===== src/rtl/mips32_pkg.sv =====
// Shared MIPS32 constants and the program-loader state encoding.
package mips32_pkg;
  localparam int WORD_W = 32;
  localparam int NUM_REGS = 32;
  localparam logic [5:0] HLT_OPCODE = 6'h3f;

  typedef enum logic [2:0] {
    ST_IDLE,
    ST_REG_INIT,
    ST_LOAD,
    ST_START,
    ST_RUN,
    ST_ERR
  } loader_state_e;
endpackage


===== src/rtl/mips32_prog_loader_if.sv =====
// Program-word stream into the loader.
// Handshake: a word transfers on a clk1 edge where in_valid & in_ready are both 1;
// in_data/in_last must stay stable while in_valid is high and in_ready is low.
interface mips32_prog_loader_if;
  import mips32_pkg::*;
  logic              in_valid;
  logic              in_ready;
  logic [WORD_W-1:0] in_data;
  logic              in_last;

  modport master (output in_valid, output in_data, output in_last, input in_ready);
  modport slave  (input in_valid, input in_data, input in_last, output in_ready);
endinterface


===== src/rtl/mips32_prog_loader.sv =====
// Boot loader: holds the core, fills Reg[k]=k, streams the program into
// instruction memory from address 0, then releases the core with a start pulse.
module mips32_prog_loader
  import mips32_pkg::*;
#(
  parameter int ADDR_W    = 10,
  parameter int NREGS     = NUM_REGS,
  parameter int MAX_WORDS = 1024
) (
  input  logic                clk1,
  input  logic                rst_n,
  mips32_prog_loader_if.slave in_if,
  input  logic                reload,
  output logic                rf_we,
  output logic [4:0]          rf_addr,
  output logic [WORD_W-1:0]   rf_wdata,
  output logic                mem_we,
  output logic [ADDR_W-1:0]   mem_addr,
  output logic [WORD_W-1:0]   mem_wdata,
  output logic                cpu_hold,
  output logic                cpu_start,
  output logic [ADDR_W:0]     word_count,
  output logic                done,
  output logic                err_overflow,
  output loader_state_e       dbg_state
);

  localparam logic [4:0]      LAST_REG  = 5'(NREGS - 1);
  localparam logic [ADDR_W:0] LAST_WORD = (ADDR_W + 1)'(MAX_WORDS - 1);

  loader_state_e     state_q, state_d;
  logic              rf_we_q, rf_we_d;
  logic [4:0]        rf_addr_q, rf_addr_d;
  logic              mem_we_q, mem_we_d;
  logic [ADDR_W-1:0] mem_addr_q, mem_addr_d;
  logic [WORD_W-1:0] mem_wdata_q, mem_wdata_d;
  logic              cpu_hold_q, cpu_hold_d;
  logic              cpu_start_q, cpu_start_d;
  logic [ADDR_W:0]   word_count_q, word_count_d;
  logic              done_q, done_d;
  logic              err_q, err_d;
  logic              load_st;
  logic              hs;

  assign load_st = (state_q == ST_LOAD);
  assign hs      = in_if.in_valid & load_st;

  always_comb begin
    state_d      = state_q;
    rf_we_d      = 1'b0;
    rf_addr_d    = rf_addr_q;
    mem_we_d     = 1'b0;
    mem_addr_d   = mem_addr_q;
    mem_wdata_d  = mem_wdata_q;
    cpu_hold_d   = cpu_hold_q;
    cpu_start_d  = 1'b0;
    word_count_d = word_count_q;
    done_d       = done_q;
    err_d        = err_q;
    case (state_q)
      ST_IDLE: begin
        state_d   = ST_REG_INIT;
        rf_we_d   = 1'b1;
        rf_addr_d = 5'd0;
      end
      ST_REG_INIT: begin
        // rf_addr_q is the entry being presented this cycle.
        if (rf_addr_q == LAST_REG) begin
          state_d = ST_LOAD;
        end else begin
          rf_we_d   = 1'b1;
          rf_addr_d = rf_addr_q + 5'd1;
        end
      end
      ST_LOAD: begin
        if (hs) begin
          mem_we_d     = 1'b1;
          mem_addr_d   = word_count_q[ADDR_W-1:0];
          mem_wdata_d  = in_if.in_data;
          word_count_d = word_count_q + 1'b1;
          if (in_if.in_last) begin
            state_d     = ST_START;
            cpu_start_d = 1'b1;
            cpu_hold_d  = 1'b0;
          end else if (word_count_q == LAST_WORD) begin
            // Capacity exhausted without a last marker; the word is still written.
            state_d = ST_ERR;
            err_d   = 1'b1;
          end
        end
      end
      ST_START: begin
        state_d = ST_RUN;
        done_d  = 1'b1;
      end
      ST_RUN: begin
        if (reload) begin
          state_d      = ST_REG_INIT;
          cpu_hold_d   = 1'b1;
          done_d       = 1'b0;
          word_count_d = '0;
          rf_we_d      = 1'b1;
          rf_addr_d    = 5'd0;
        end
      end
      ST_ERR: begin
        state_d = ST_ERR;
      end
      default: begin
        state_d = ST_IDLE;
      end
    endcase
  end

  always_ff @(posedge clk1) begin
    if (!rst_n) begin
      state_q      <= ST_IDLE;
      rf_we_q      <= 1'b0;
      rf_addr_q    <= 5'd0;
      mem_we_q     <= 1'b0;
      mem_addr_q   <= '0;
      mem_wdata_q  <= '0;
      cpu_hold_q   <= 1'b1;
      cpu_start_q  <= 1'b0;
      word_count_q <= '0;
      done_q       <= 1'b0;
      err_q        <= 1'b0;
    end else begin
      state_q      <= state_d;
      rf_we_q      <= rf_we_d;
      rf_addr_q    <= rf_addr_d;
      mem_we_q     <= mem_we_d;
      mem_addr_q   <= mem_addr_d;
      mem_wdata_q  <= mem_wdata_d;
      cpu_hold_q   <= cpu_hold_d;
      cpu_start_q  <= cpu_start_d;
      word_count_q <= word_count_d;
      done_q       <= done_d;
      err_q        <= err_d;
    end
  end

  assign in_if.in_ready = load_st;
  assign rf_we          = rf_we_q;
  assign rf_addr        = rf_addr_q;
  assign rf_wdata       = WORD_W'(rf_addr_q);
  assign mem_we         = mem_we_q;
  assign mem_addr       = mem_addr_q;
  assign mem_wdata      = mem_wdata_q;
  assign cpu_hold       = cpu_hold_q;
  assign cpu_start      = cpu_start_q;
  assign word_count     = word_count_q;
  assign done           = done_q;
  assign err_overflow   = err_q;
  assign dbg_state      = state_q;

endmodule


===== src/flat_wrapper.sv =====
// flat-port wrapper written by rule: the top's interface ports become plain ports
module mips32_prog_loader_flat import mips32_pkg::*;
#(
  parameter int ADDR_W    = 10,
  parameter int NREGS     = NUM_REGS,
  parameter int MAX_WORDS = 1024
)
  (clk1, rst_n, reload, rf_we, rf_addr, rf_wdata, mem_we, mem_addr, mem_wdata, cpu_hold, cpu_start, word_count, done, err_overflow, dbg_state, in_if_in_valid, in_if_in_data, in_if_in_last, in_if_in_ready);
  mips32_prog_loader_if in_if_i ();
  input  logic clk1;
  input  logic rst_n;
  input  logic reload;
  output logic rf_we;
  output logic [4:0] rf_addr;
  output logic [WORD_W-1:0] rf_wdata;
  output logic mem_we;
  output logic [ADDR_W-1:0] mem_addr;
  output logic [WORD_W-1:0] mem_wdata;
  output logic cpu_hold;
  output logic cpu_start;
  output logic [ADDR_W:0] word_count;
  output logic done;
  output logic err_overflow;
  output loader_state_e dbg_state;
  input wire logic [$bits(in_if_i.in_valid)-1:0] in_if_in_valid;
  input wire logic [$bits(in_if_i.in_data)-1:0] in_if_in_data;
  input wire logic [$bits(in_if_i.in_last)-1:0] in_if_in_last;
  output wire logic [$bits(in_if_i.in_ready)-1:0] in_if_in_ready;
  assign in_if_i.in_valid = in_if_in_valid;
  assign in_if_i.in_data = in_if_in_data;
  assign in_if_i.in_last = in_if_in_last;
  assign in_if_in_ready = in_if_i.in_ready;
  mips32_prog_loader #(.ADDR_W(ADDR_W), .NREGS(NREGS), .MAX_WORDS(MAX_WORDS)) u_core (.clk1(clk1), .rst_n(rst_n), .in_if(in_if_i), .reload(reload), .rf_we(rf_we), .rf_addr(rf_addr), .rf_wdata(rf_wdata), .mem_we(mem_we), .mem_addr(mem_addr), .mem_wdata(mem_wdata), .cpu_hold(cpu_hold), .cpu_start(cpu_start), .word_count(word_count), .done(done), .err_overflow(err_overflow), .dbg_state(dbg_state));
endmodule

===== config.mk =====
export PLATFORM = sky130hd
export DESIGN_NAME = mips32_prog_loader_flat
export DESIGN_NICKNAME = d
export VERILOG_FILES = /design/src/rtl/mips32_pkg.sv /design/src/rtl/mips32_prog_loader_if.sv /design/src/rtl/mips32_prog_loader.sv /design/src/flat_wrapper.sv
export SDC_FILE = /design/constraint.sdc
export NUM_CORES = 1
export LEC_CHECK = 0
export BUFFER_PORTS_ARGS = -buffer_cell sky130_fd_sc_hd__buf_2
export CAP_MARGIN = 20
export CORE_MARGIN = 5
export CORE_UTILIZATION = 47
export DETAILED_ROUTE_END_ITERATION = 10
export PLACE_DENSITY_LB_ADDON = 0.08
export SETUP_SLACK_MARGIN = 0.15
export SYNTH_ARGS = -nofsm -noshare
export SYNTH_HDL_FRONTEND = slang
export SYNTH_SLANG_ARGS = --single-unit

===== constraint.sdc =====
create_clock -name clk1 -period 2.1 [get_ports clk1]
set_input_delay 0.42 -clock clk1 [delete_from_list [all_inputs] [get_ports clk1]]
set_output_delay 0.42 -clock clk1 [all_outputs]
set_load 0.01 [all_outputs]

==> impl_results.rst, run 1 <==
.. list-table::
   :header-rows: 1

   * - Metric
     - Value
   * - Status
     - complete, no violations
   * - Overflow after GRT
     - 0
   * - Pre-antenna DRT Iters
     - 4
   * - Leakage Power
     - 0.00167 uW
   * - Largest net degree at the start of global routing
     - 48
   * - TritonCTS Buffers
     - 9
   * - Final instance area
     - 3700 sq um
   * - Vias after detailed routing
     - between 2000 and 3000
   * - Count of different cell masters after synthesis
     - 46
   * - Reg2Reg Launch Point
     - u_core.rf_addr[0]
   * - Core Rows
     - 29
   * - Setup TNS
     - 0 ps
   * - Ratio of final minimum period to clock period
     - approximately nine tenths
   * - Total of warnings raised by yosys
     - 0
   * - TritonCTS clock tree
     - done
   * - Endpoint kind of the worst setup timing path
     - output pin
   * - Number of setup violations in the final report
     - 0
   * - Initial Util
     - 47.8%
   * - Worst Hold Slack
     - 329 ps
   * - Final Worst Setup Slack
     - 248 ps
   * - Via count of the first global-routing pass
     - 2360
   * - CTS clock-pin slew for the worst setup and hold paths
     - ~70 ps
   * - Worst setup timing slack at the placement stage
     - 165 ps
   * - Top achievable clock speed
     - 540 MHz
   * - Peak VDD IR
     - 0.360 mV
   * - Post-place instance area
     - 3500 sq um
   * - GPL Wtd Cong
     - 0.805
   * - Top Ports
     - about 140
   * - Sequential cell area fraction in the yosys report
     - ~44%
   * - Worst Tran Pin Value
     - 632 ps
   * - Starting DRC count in detailed routing
     - around 100
   * - Maximum Capacitance Violations
     - 0
   * - Number of setup buffers added after CTS
     - 0
   * - # port buffers
     - ~110
   * - Vias per Instance
     - about 4.8
   * - Width of the chip
     - approximately 90 microns
   * - Category of the worst setup path launch point
     - flip-flop
   * - Post-DRT Antenna Nets
     - 0
   * - Post-route minimum period
     - 1850 ps
   * - Reg2Reg Depth
     - 7
   * - Worst slew margin relative to its limit
     - 57.5%
   * - Buffer type at the clock tree root
     - sky130_fd_sc_hd__clkbuf_8
   * - Overall die area
     - 8120 sq um
   * - Drt total wl
     - 6790 microns
   * - Post-synthesis instance area
     - 3020 sq um
   * - First-pass GRT wire length
     - 11400 microns
   * - Diodes inserted
     - 0
   * - Final routed wire length divided by cell count
     - 12.6 microns
   * - Hold path startpoint
     - in_if_in_data[0]
   * - Critical path required time
     - 1680 ps
   * - Hold violation total from the final report
     - 0
   * - Later-pin clock latency in the skew report
     - 330 ps
   * - P&R area growth vs syn
     - 22.6%
   * - RSZ-0062 raised after global routing
     - no
   * - Longest Clk Path Bufs
     - 2
   * - H-tree depth
     - 3
   * - Number of antenna violations at the first check in global routing
     - 0
   * - Critical-path maximum fanout
     - 14
   * - Setup Skew
     - 3.39 ps
   * - Hpwl dp
     - 4840 microns
   * - Fin. max-slew vios
     - 0
   * - Hold WC Path Type
     - input pin to flip-flop
   * - Arrival time of data at the critical path endpoint
     - 1430 ps
   * - Residual DRC
     - 0
   * - Post-synth ARST share
     - 0%
   * - Die Y
     - between 90 and 100 microns
   * - Dominant synthesized flop cell
     - sky130_fd_sc_hd__dfxtp_1
   * - Flip-flop and latch count after synthesis
     - 67
   * - All-layer global routing usage
     - 16.6%
   * - Final core utilization
     - 58.5%
   * - TritonCTS sink count
     - 67
   * - Worst hold path depth
     - 3
   * - Number of instances in the synthesized netlist
     - 354
   * - Total number of nets in the final design
     - 496
   * - Area inside the core boundary
     - roughly 6300 sq um
   * - Per-instance average area after synthesis
     - 8.52 sq um
   * - Share of cells above drive strength 1
     - between 30% and 40%
   * - Setup Crit Path Kind
     - flip-flop to output pin
   * - Areal power density over the cells
     - ~640 nW/um^2
   * - Critical Path Source
     - u_core.dbg_state[2]
   * - Count of flip-flops with a built-in enable after synthesis
     - 0
[power by group]
part / internal (uW) / switching [uW]
logic: 50.6 / 66.7
registers: 1270 / 3.73
clock network: 489 / 473
[critical path, stage by stage, from the launching register on]
cell	delay, ps
sky130_fd_sc_hd__dfxtp_1	650
sky130_fd_sc_hd__nor2_1	120
sky130_fd_sc_hd__and2_1	200
sky130_fd_sc_hd__buf_2	140
[flip-flops by register name, summed over array words and instances (netlist names)]
register             cells
u_core.mem_wdata        32
u_core.mem_we            1
u_core.rf_addr           5
u_core.cpu_start         1
u_core.word_count       11
u_core.err_overflow      1
u_core.mem_addr         10
u_core.rf_we             1
u_core.done              1
u_core.cpu_hold          1
u_core.dbg_state         3
[cell families after synthesis]
family	share of synthesized area [%]
adders and majority gates	1.24
and+or+nand+nor	22.6
other	0.124
AOI/OAI and AO/OA	17.1
xor gates and xnor gates	1.74
buffers and inverters	11.4
muxes	1.33
DFF	44.5
[placed cells by master (no fill, tap or decap), types with 4 or more instances in the layout]
master / Yosys / layout
sky130_fd_sc_hd__a21boi_0: 42 / 42
sky130_fd_sc_hd__nor2_1: 14 / 14
sky130_fd_sc_hd__a21oi_1: 10 / 9
sky130_fd_sc_hd__nand2_1: 95 / 95
sky130_fd_sc_hd__o21ai_0: 5 / 5
sky130_fd_sc_hd__conb_1: 1 / 27
sky130_fd_sc_hd__dfxtp_1: 67 / 67
sky130_fd_sc_hd__buf_2: 5 / 109
sky130_fd_sc_hd__nand3_1: 8 / 8
sky130_fd_sc_hd__buf_4: 33 / 7
sky130_fd_sc_hd__mux2i_1: 4 / 4
sky130_fd_sc_hd__clkbuf_8: 0 / 11
[stage by stage]
step	cells	total power (uW)
after CTS	538	2400
after global routing	538	2480
after global placement	522	1420
after floorplan	380	1410
after detailed placement	522	1420
final	538	2360
[per-layer routing]
| layer | track usage, % | share of wire (%) |
|---|---|---|
| met2 | 26.7 | 47 |
| met5 | 0 | 0 |
| met3 | 5.59 | 6.7 |
| met4 | 5.21 | 0.69 |
| met1 | 20.9 | 46 |
[Yosys cell counts (2+ instances only)]
cell / number / share of area (%)
sky130_fd_sc_hd__a21boi_0: 42 / 10
sky130_fd_sc_hd__nor3b_1: 3 / 0.75
sky130_fd_sc_hd__and3_1: 2 / 0.41
sky130_fd_sc_hd__nand3_1: 8 / 1.3
sky130_fd_sc_hd__or3_1: 3 / 0.62
sky130_fd_sc_hd__inv_1: 2 / 0.25
sky130_fd_sc_hd__xnor2_1: 3 / 0.87
sky130_fd_sc_hd__a211oi_1: 2 / 0.50
sky130_fd_sc_hd__dfxtp_1: 67 / 44
sky130_fd_sc_hd__buf_1: 2 / 0.25
sky130_fd_sc_hd__ha_1: 3 / 1.2
sky130_fd_sc_hd__nand2_1: 95 / 12
sky130_fd_sc_hd__o31ai_1: 3 / 0.75
sky130_fd_sc_hd__nand4_1: 3 / 0.62
sky130_fd_sc_hd__and4bb_1: 2 / 0.83
sky130_fd_sc_hd__a21oi_1: 10 / 1.7
sky130_fd_sc_hd__nor2_1: 14 / 1.7
sky130_fd_sc_hd__clkbuf_1: 12 / 1.5
sky130_fd_sc_hd__mux2i_1: 4 / 1.3
sky130_fd_sc_hd__o21bai_1: 2 / 0.50
sky130_fd_sc_hd__xor2_1: 3 / 0.87
sky130_fd_sc_hd__nand2b_1: 3 / 0.62
sky130_fd_sc_hd__a21o_1: 2 / 0.50
sky130_fd_sc_hd__and2_1: 2 / 0.41
sky130_fd_sc_hd__buf_2: 5 / 0.83
sky130_fd_sc_hd__buf_4: 33 / 8.2
sky130_fd_sc_hd__o21ai_0: 5 / 0.83
[what timing repair did]
| item | in CTS | in global routing |
|---|---|---|
| hold buffers | 0 | 0 |
| endpoints found under the setup margin | 0 | 6 |
| resized for setup | 0 | 3 |
| endpoints found under the hold margin | 0 | 0 |
[final cells by class]
cell class / instances / area (sq um)
Clock buffer: 12 / 155
Tap cell: 77 / 96.3
Fill cell: 611 / 2620
Inverter: 2 / 7.51
Clock inverter: 4 / 25.0
Sequential cell: 67 / 1340
Timing Repair Buffer: 118 / 629
Multi-Input combinational cell: 258 / 1440
[worst paths after layout]
kind / endpoint / slack, ps
setup reg to reg: u_core.rf_addr[2] / 270
setup / recovery: in_if_in_ready / 250
hold / removal: u_core.mem_wdata[0] / 330
hold reg to reg: u_core.mem_addr[9] / 460
Note: power is estimated with default switching activity, not from simulation.
==> run 2, diff against run 1 <==
--- a/config.mk
+++ b/config.mk
@@ -5,11 +5,11 @@
 export SDC_FILE = /design/constraint.sdc
 export NUM_CORES = 1
 export LEC_CHECK = 0
-export BUFFER_PORTS_ARGS = -buffer_cell sky130_fd_sc_hd__buf_2
 export CAP_MARGIN = 20
 export CORE_MARGIN = 5
-export CORE_UTILIZATION = 47
+export CORE_UTILIZATION = 50
 export DETAILED_ROUTE_END_ITERATION = 10
+export DONT_BUFFER_PORTS = 1
 export PLACE_DENSITY_LB_ADDON = 0.08
 export SETUP_SLACK_MARGIN = 0.15
 export SYNTH_ARGS = -nofsm -noshare
==> run 2 against run 1 <==
  * Sequential power hardly changed
  * Utilization decreased by 4.6 points
  * Register-to-register slack gained 30 ps
  * Total power rose by 0.44%
  * Worst setup slack improved by 56 ps
  * Worst hold slack worse by 100 ps
  * Critical path depth increased by 4
  * Die area decreased by 5.3%
  * Clock skew up 1.1 ps
  * First-iteration DRC count is 25% higher
==> impl_results.rst, run 2 (synthesized netlist as in run 1, its figures left out) <==
.. list-table::
   :header-rows: 1

   * - Metric
     - Value
   * - Proportion of power drawn by the clock network
     - 43.4%
   * - Arrival time of data at the critical path endpoint
     - 1990 ps
   * - RSZ-0062 raised after global routing
     - no
   * - Number of buffers added to fix hold violations after cts
     - 0
   * - TritonCTS sink count
     - 67
   * - Post-DRT Antenna Nets
     - 0
   * - Final instance area
     - approximately 3200 sq um
   * - Area occupied by multi-input gates
     - 1440 sq um
   * - Initial Util
     - between 50 and 60%
   * - Top Ports
     - 137
   * - Switching Power
     - 496 uW
   * - Width of the chip
     - 87.7 microns
   * - Area taken by flip-flops and latches
     - ~1300 sq um
   * - GPL Wtd Cong
     - 0.858
   * - Post-route minimum period
     - 1800 ps
   * - Most frequent cells in the layout
     - sky130_fd_sc_hd__nand2_1, sky130_fd_sc_hd__dfxtp_1, sky130_fd_sc_hd__a21boi_0, sky130_fd_sc_hd__conb_1, sky130_fd_sc_hd__nor2_1
   * - Met2 routing resource usage after global routing
     - between 20% and 30%
   * - Number of setup violations in the final report
     - 0
   * - Core Rows
     - 28
   * - Final routed wire length divided by cell count
     - about 15 microns
   * - Leakage Power
     - 0.00116 uW
   * - Combinational share of power
     - under 10%
   * - Vias per Instance
     - roughly 5.2
   * - Peak VDD IR
     - 0.339 mV
   * - Critical path required time
     - 2300 ps
   * - Maximum Capacitance Violations
     - 0
   * - Post-place instance area
     - 2980 sq um
   * - Residual DRC
     - 0
   * - Largest net degree at the start of global routing
     - 56
   * - Diodes inserted
     - 0
   * - Share of cells above drive strength 1
     - under 10%
   * - Worst Tran Pin Value
     - approximately 660 ps
   * - Internal power of the cells
     - 1870 uW
   * - Critical-path maximum fanout
     - 4
   * - Overflow after GRT
     - 0
   * - Starting DRC count in detailed routing
     - about 130
   * - Fillers
     - 598
   * - Area inside the core boundary
     - 5890 sq um
   * - Final core utilization
     - between 50% and 60%
   * - Met3 global-route usage
     - 6.40%
   * - Endpoint kind of the worst setup timing path
     - flip-flop
   * - Top achievable clock speed
     - 557 MHz
   * - Fin. max-slew vios
     - 0
   * - Vias after detailed routing
     - between 2000 and 2500
   * - Number of non-filler instances in the completed layout
     - 430
   * - Worst slew margin relative to its limit
     - between 50% and 60%
   * - Overall die area
     - 7680 sq um
   * - All-layer global routing usage
     - between 10% and 20%
   * - Switching Share
     - 20.9%
   * - First-pass GRT wire length
     - 10100 microns
   * - Later-pin clock latency in the skew report
     - 330 ps
   * - # port buffers
     - 0
   * - CTS clock-pin slew for the worst setup and hold paths
     - 70 ps
   * - Most common library cell in the layout ignoring fill and taps
     - sky130_fd_sc_hd__nand2_1
   * - Areal power density over the cells
     - around 750 nW/um^2
   * - TritonCTS clock tree
     - done
   * - Post-layout total power
     - 2370 uW
   * - Hold violation total from the final report
     - 0
   * - Longest Clk Path Bufs
     - 2
   * - Number of flip-flops under the largest register name
     - 32
   * - Ratio of final minimum period to clock period
     - between 80% and 90%
   * - Status
     - complete, no violations
   * - Number of antenna violations at the first check in global routing
     - 0
   * - Buffer type at the clock tree root
     - sky130_fd_sc_hd__clkbuf_8
   * - Drt total wl
     - between 6000 and 7000 microns
   * - Hpwl dp
     - 4470 microns
   * - Setup Crit Path Kind
     - flip-flop to flip-flop
   * - Setup Skew
     - about 4.5 ps
   * - Category of the worst setup path launch point
     - flip-flop
   * - Fraction of power consumed by sequential logic
     - 54.0%
   * - Via count of the first global-routing pass
     - ~2100
   * - Post-Place Cells
     - 414
   * - H-tree depth
     - 3
   * - Met1 Usage GRT
     - 18.9%
   * - Setup TNS
     - 0 ps
   * - Busiest metal layer after global routing
     - met2
   * - TritonCTS Buffers
     - 9
   * - Total number of nets in the final design
     - 390
   * - Pre-antenna DRT Iters
     - 4
   * - Die Y
     - 87.7 microns
   * - Hold WC Path Type
     - input pin to flip-flop
   * - P&R area growth vs syn
     - 5.31%
## run 2: changes by cell type in the layout (fill, tap and decap cells not counted)
cell                         previous run  this run
sky130_fd_sc_hd__a211oi_2               1         0
sky130_fd_sc_hd__clkbuf_8              11        10
sky130_fd_sc_hd__buf_6                  1         0
sky130_fd_sc_hd__a211oi_1               1         2
sky130_fd_sc_hd__bufinv_16              0         1
sky130_fd_sc_hd__clkinv_2               2         3
sky130_fd_sc_hd__buf_4                  7        11
sky130_fd_sc_hd__buf_2                109         0
sky130_fd_sc_hd__clkinvlp_4             2         1
## run 2: final timing paths
kind / start / to / slack [ps] / depth (start not counted)
max: u_core.rf_addr[0] / u_core.rf_addr[1] / 300 / 7
max reg2reg: u_core.rf_addr[0] / u_core.rf_addr[1] / 300 / 7
min: in_if_in_data[9] / u_core.mem_wdata[9] / 230 / 2
min reg2reg: u_core.mem_wdata[14] / u_core.mem_wdata[14] / 510 / 2
## run 2: cell type report
class / count / share of cell area (%)
Sequential cell: 67 / 42.2
Multi-Input combinational cell: 258 / 45.2
Timing Repair Buffer: 12 / 3.23
Clock inverter: 5 / 1.65
Clock buffer: 11 / 4.45
Inverter: 2 / 0.236
Tap cell: 75 / 2.96
## run 2: per-stage QoR
step | worst slack (ps) | hold WS (ps)
after detailed placement | 179 | 505
final | 304 | 228
after global routing | 200 | 196
after global placement | 221 | 497
after CTS | 165 | 193
after floorplan | 248 | 488
## run 2: critical path: stages (launching register included)
cell,delay (ps)
sky130_fd_sc_hd__dfxtp_1,320
sky130_fd_sc_hd__ha_1,210
sky130_fd_sc_hd__and3_1,180
sky130_fd_sc_hd__ha_1,200
sky130_fd_sc_hd__a21o_1,220
sky130_fd_sc_hd__a21oi_2,270
sky130_fd_sc_hd__mux2i_1,220
sky130_fd_sc_hd__nor2_1,50
## run 2: power groups by stage
stage                     Combinational [uW]  Clock, uW  Sequential [uW]
final                                   62.9       1030             1280
after global routing                    69.9       1120             1280
after global placement                  61.4          0             1310
after CTS                               61.7       1070             1280
after floorplan                          100          0             1310
after detailed placement                61.7          0             1310
## run 2: timing repair
action / CTS / global route
gates resized for setup: 0 / 1
endpoints found under the setup margin: 0 / 3
setup buffers: 0 / 0
## run 2: per-layer routing
layer / vias to the layer above / routed length [microns] / part of all wire (%)
met5: - / 0 / 0
li1: 1115 / - / -
met3: 10 / 708 / 11
met4: 0 / 65 / 1.0
met2: 86 / 3030 / 48
met1: 1042 / 2570 / 40
==> run 3, diff against run 2 <==
==> constraint.sdc (replaced) <==
create_clock -name clk1 -period 2.1 [get_ports clk1]
set_input_delay 0.21 -clock clk1 [delete_from_list [all_inputs] [get_ports clk1]]
set_output_delay 0.21 -clock clk1 [all_outputs]
set_load 0.01 [all_outputs]
==> run 3 against run 2 <==
  * Register-to-register slack barely moved
  * Sequential share of layout area shrank 0.53 points
  * Die area unchanged
  * Worst hold slack lost 210 ps
  * First-iteration DRC count decreased by 31%
  * Global-route usage up 0.37 points
  * Critical endpoint unchanged
==> impl_results.rst, run 3 (synthesized netlist as in run 1, its figures left out) <==
.. list-table::
   :header-rows: 1

   * - Metric
     - Value
   * - Worst Tran Pin Value
     - between 600 and 700 ps
   * - Vias after detailed routing
     - 2259
   * - Post-Place Cells
     - 414
   * - Vias per Instance
     - 5.21
   * - Largest net degree at the start of global routing
     - 53
   * - RSZ-0062 raised after global routing
     - no
   * - Post-route minimum period
     - ~1800 ps
   * - Final routed wire length divided by cell count
     - 15.0 microns
   * - Number of setup violations in the final report
     - 0
   * - Peak VDD IR
     - 0.341 mV
   * - Routed wl met3
     - 666 microns
   * - Worst slew margin relative to its limit
     - 55.8%
   * - Later-pin clock latency in the skew report
     - between 300 and 400 ps
   * - # port buffers
     - 0
   * - Category of the worst setup path launch point
     - flip-flop
   * - CTS clock-pin slew for the worst setup and hold paths
     - 70 ps
   * - Final Worst Setup Slack
     - 304 ps
   * - Pre-antenna DRT Iters
     - 4
   * - Number of non-filler instances in the completed layout
     - 434
   * - Arrival time of data at the critical path endpoint
     - 1990 ps
   * - P&R area growth vs syn
     - 6.64%
   * - Fillers
     - roughly 590
   * - Residual DRC
     - 0
   * - Critical Path, Cell by Cell
     - ha_1 -> and3_1 -> ha_1 -> a21o_1 -> a21oi_2 -> mux2i_1 -> nor2_1
   * - Buffering stage count on the worst path with inverters included
     - 0
   * - Slowest CP cell
     - sky130_fd_sc_hd__dfxtp_1
   * - Post-DRT Antenna Nets
     - 0
   * - Hpwl dp
     - 4470 microns
   * - Maximum Capacitance Violations
     - 0
   * - Largest stage delay, worst path
     - 320 ps
   * - Setup Skew
     - roughly 4.5 ps
   * - Ratio of final minimum period to clock period
     - 85.5%
   * - Longest Clk Path Bufs
     - 2
   * - Critical path required time
     - ~2300 ps
   * - Overall die area
     - roughly 7700 sq um
   * - Overflow after GRT
     - 0
   * - Top Ports
     - about 140
   * - Routed length on met1
     - 2690 microns
   * - Area inside the core boundary
     - 5890 sq um
   * - TritonCTS clock tree
     - done
   * - Total number of nets in the final design
     - approximately 390
   * - Post-layout total power
     - 2380 uW
   * - Status
     - complete, no violations
   * - Hold WC Path Type
     - input pin to flip-flop
   * - Worst setup timing slack at the placement stage
     - roughly 180 ps
   * - Core Rows
     - 28
   * - Setup Crit Path Kind
     - flip-flop to flip-flop
   * - Most frequent cells in the layout
     - sky130_fd_sc_hd__nand2_1, sky130_fd_sc_hd__dfxtp_1, sky130_fd_sc_hd__a21boi_0, sky130_fd_sc_hd__conb_1, sky130_fd_sc_hd__nor2_1
   * - First-pass GRT wire length
     - around 10000 microns
   * - TritonCTS sink count
     - 67
   * - Top layer used by detailed routing
     - met4
   * - Top achievable clock speed
     - 557 MHz
   * - Number of setup buffers added after CTS
     - 0
   * - All-layer global routing usage
     - roughly 17%
   * - Starting DRC count in detailed routing
     - 89
   * - Leakage Power
     - between 0.001 and 0.0015 uW
   * - Areal power density over the cells
     - 740 nW/um^2
   * - Cell repeated most along the worst path
     - sky130_fd_sc_hd__ha_1
   * - Number of antenna violations at the first check in global routing
     - 0
   * - H-tree depth
     - 3
   * - GPL Wtd Cong
     - 0.858
   * - Buffer type at the clock tree root
     - sky130_fd_sc_hd__clkbuf_8
   * - CP top delay family
     - compound AO/OA/AOI/OAI gates
   * - Diodes inserted
     - 0
   * - Initial Util
     - 51.2%
   * - Critical-path maximum fanout
     - 4
   * - Setup TNS
     - 0 ps
   * - Hold violation total from the final report
     - 0
   * - Die Y
     - between 80 and 90 microns
   * - Endpoint kind of the worst setup timing path
     - flip-flop
   * - TritonCTS Buffers
     - 9
   * - Most common library cell in the layout ignoring fill and taps
     - sky130_fd_sc_hd__nand2_1
   * - Routed length on met2
     - approximately 3000 microns
   * - Drt total wl
     - 6520 microns
   * - Fin. max-slew vios
     - 0
   * - Via count of the first global-routing pass
     - around 2100
   * - Share of cells above drive strength 1
     - a little under a tenth
   * - Number of flip-flops under the largest register name
     - 32
   * - Width of the chip
     - roughly 88 microns
==> run 3: cell types whose count changed in the layout (fill, tap and decap cells not counted) <==
cell | before | now
sky130_fd_sc_hd__dlygate4sd3_1 | 0 | 4
==> run 3: per-layer routing <==
metal  vias to the layer above  track usage, %
met1                      1046            19.8
met4                         0            6.97
met5                         -               0
met2                        82            27.5
li1                       1122               -
met3                         9            6.30
==> run 3: area by class of cell <==
class	instances	area (sq um)	share of cell area [%]
clock buffers	11	141	4.40
clock inverters	5	52.6	1.63
inverters	2	7.51	0.233
multi-input cells	258	1440	44.7
flip-flops and latches	67	1340	41.7
well taps	75	93.8	2.92
repair buffers	16	143	4.44
==> run 3: power by group <==
part           switching, uW  internal, uW
registers               3.11          1270
logic                   43.1          27.8
clock network            456           575
==> run 3: metrics by stage <==
stage	hold WS [ps]	util, %	instance area, sq um
floorplan	355	-	3110
finish	19.3	54.6	3220
CTS	0.401	54.6	3210
detailed placement	339	50.6	2980
global route	6.24	54.6	3220
global placement	337	50.6	2980
==> run 3: timing repair <==
action,in CTS,in global routing
setup endpoints to repair,0,3
hold buffers,4,0
hold endpoints to repair,7,0
resized for setup,0,1
==> run 3: worst register-to-register path: stages, from the launching register on <==
cell and delay [ps]:
sky130_fd_sc_hd__dfxtp_1 320, sky130_fd_sc_hd__ha_1 210, sky130_fd_sc_hd__and3_1 180, sky130_fd_sc_hd__ha_1 200
sky130_fd_sc_hd__a21o_1 220, sky130_fd_sc_hd__a21oi_2 270, sky130_fd_sc_hd__mux2i_1 220, sky130_fd_sc_hd__nor2_1 50
==> run 3: final timing paths <==
path / to / slack, ps / depth (start not counted) / start
setup / recovery: u_core.rf_addr[1] / 300 / 7 / u_core.rf_addr[0]
hold / removal: u_core.mem_wdata[11] / 20 / 2 / in_if_in_data[11]
setup reg to reg: u_core.rf_addr[1] / 300 / 7 / u_core.rf_addr[0]
hold reg to reg: u_core.mem_wdata[14] / 510 / 2 / u_core.mem_wdata[14]
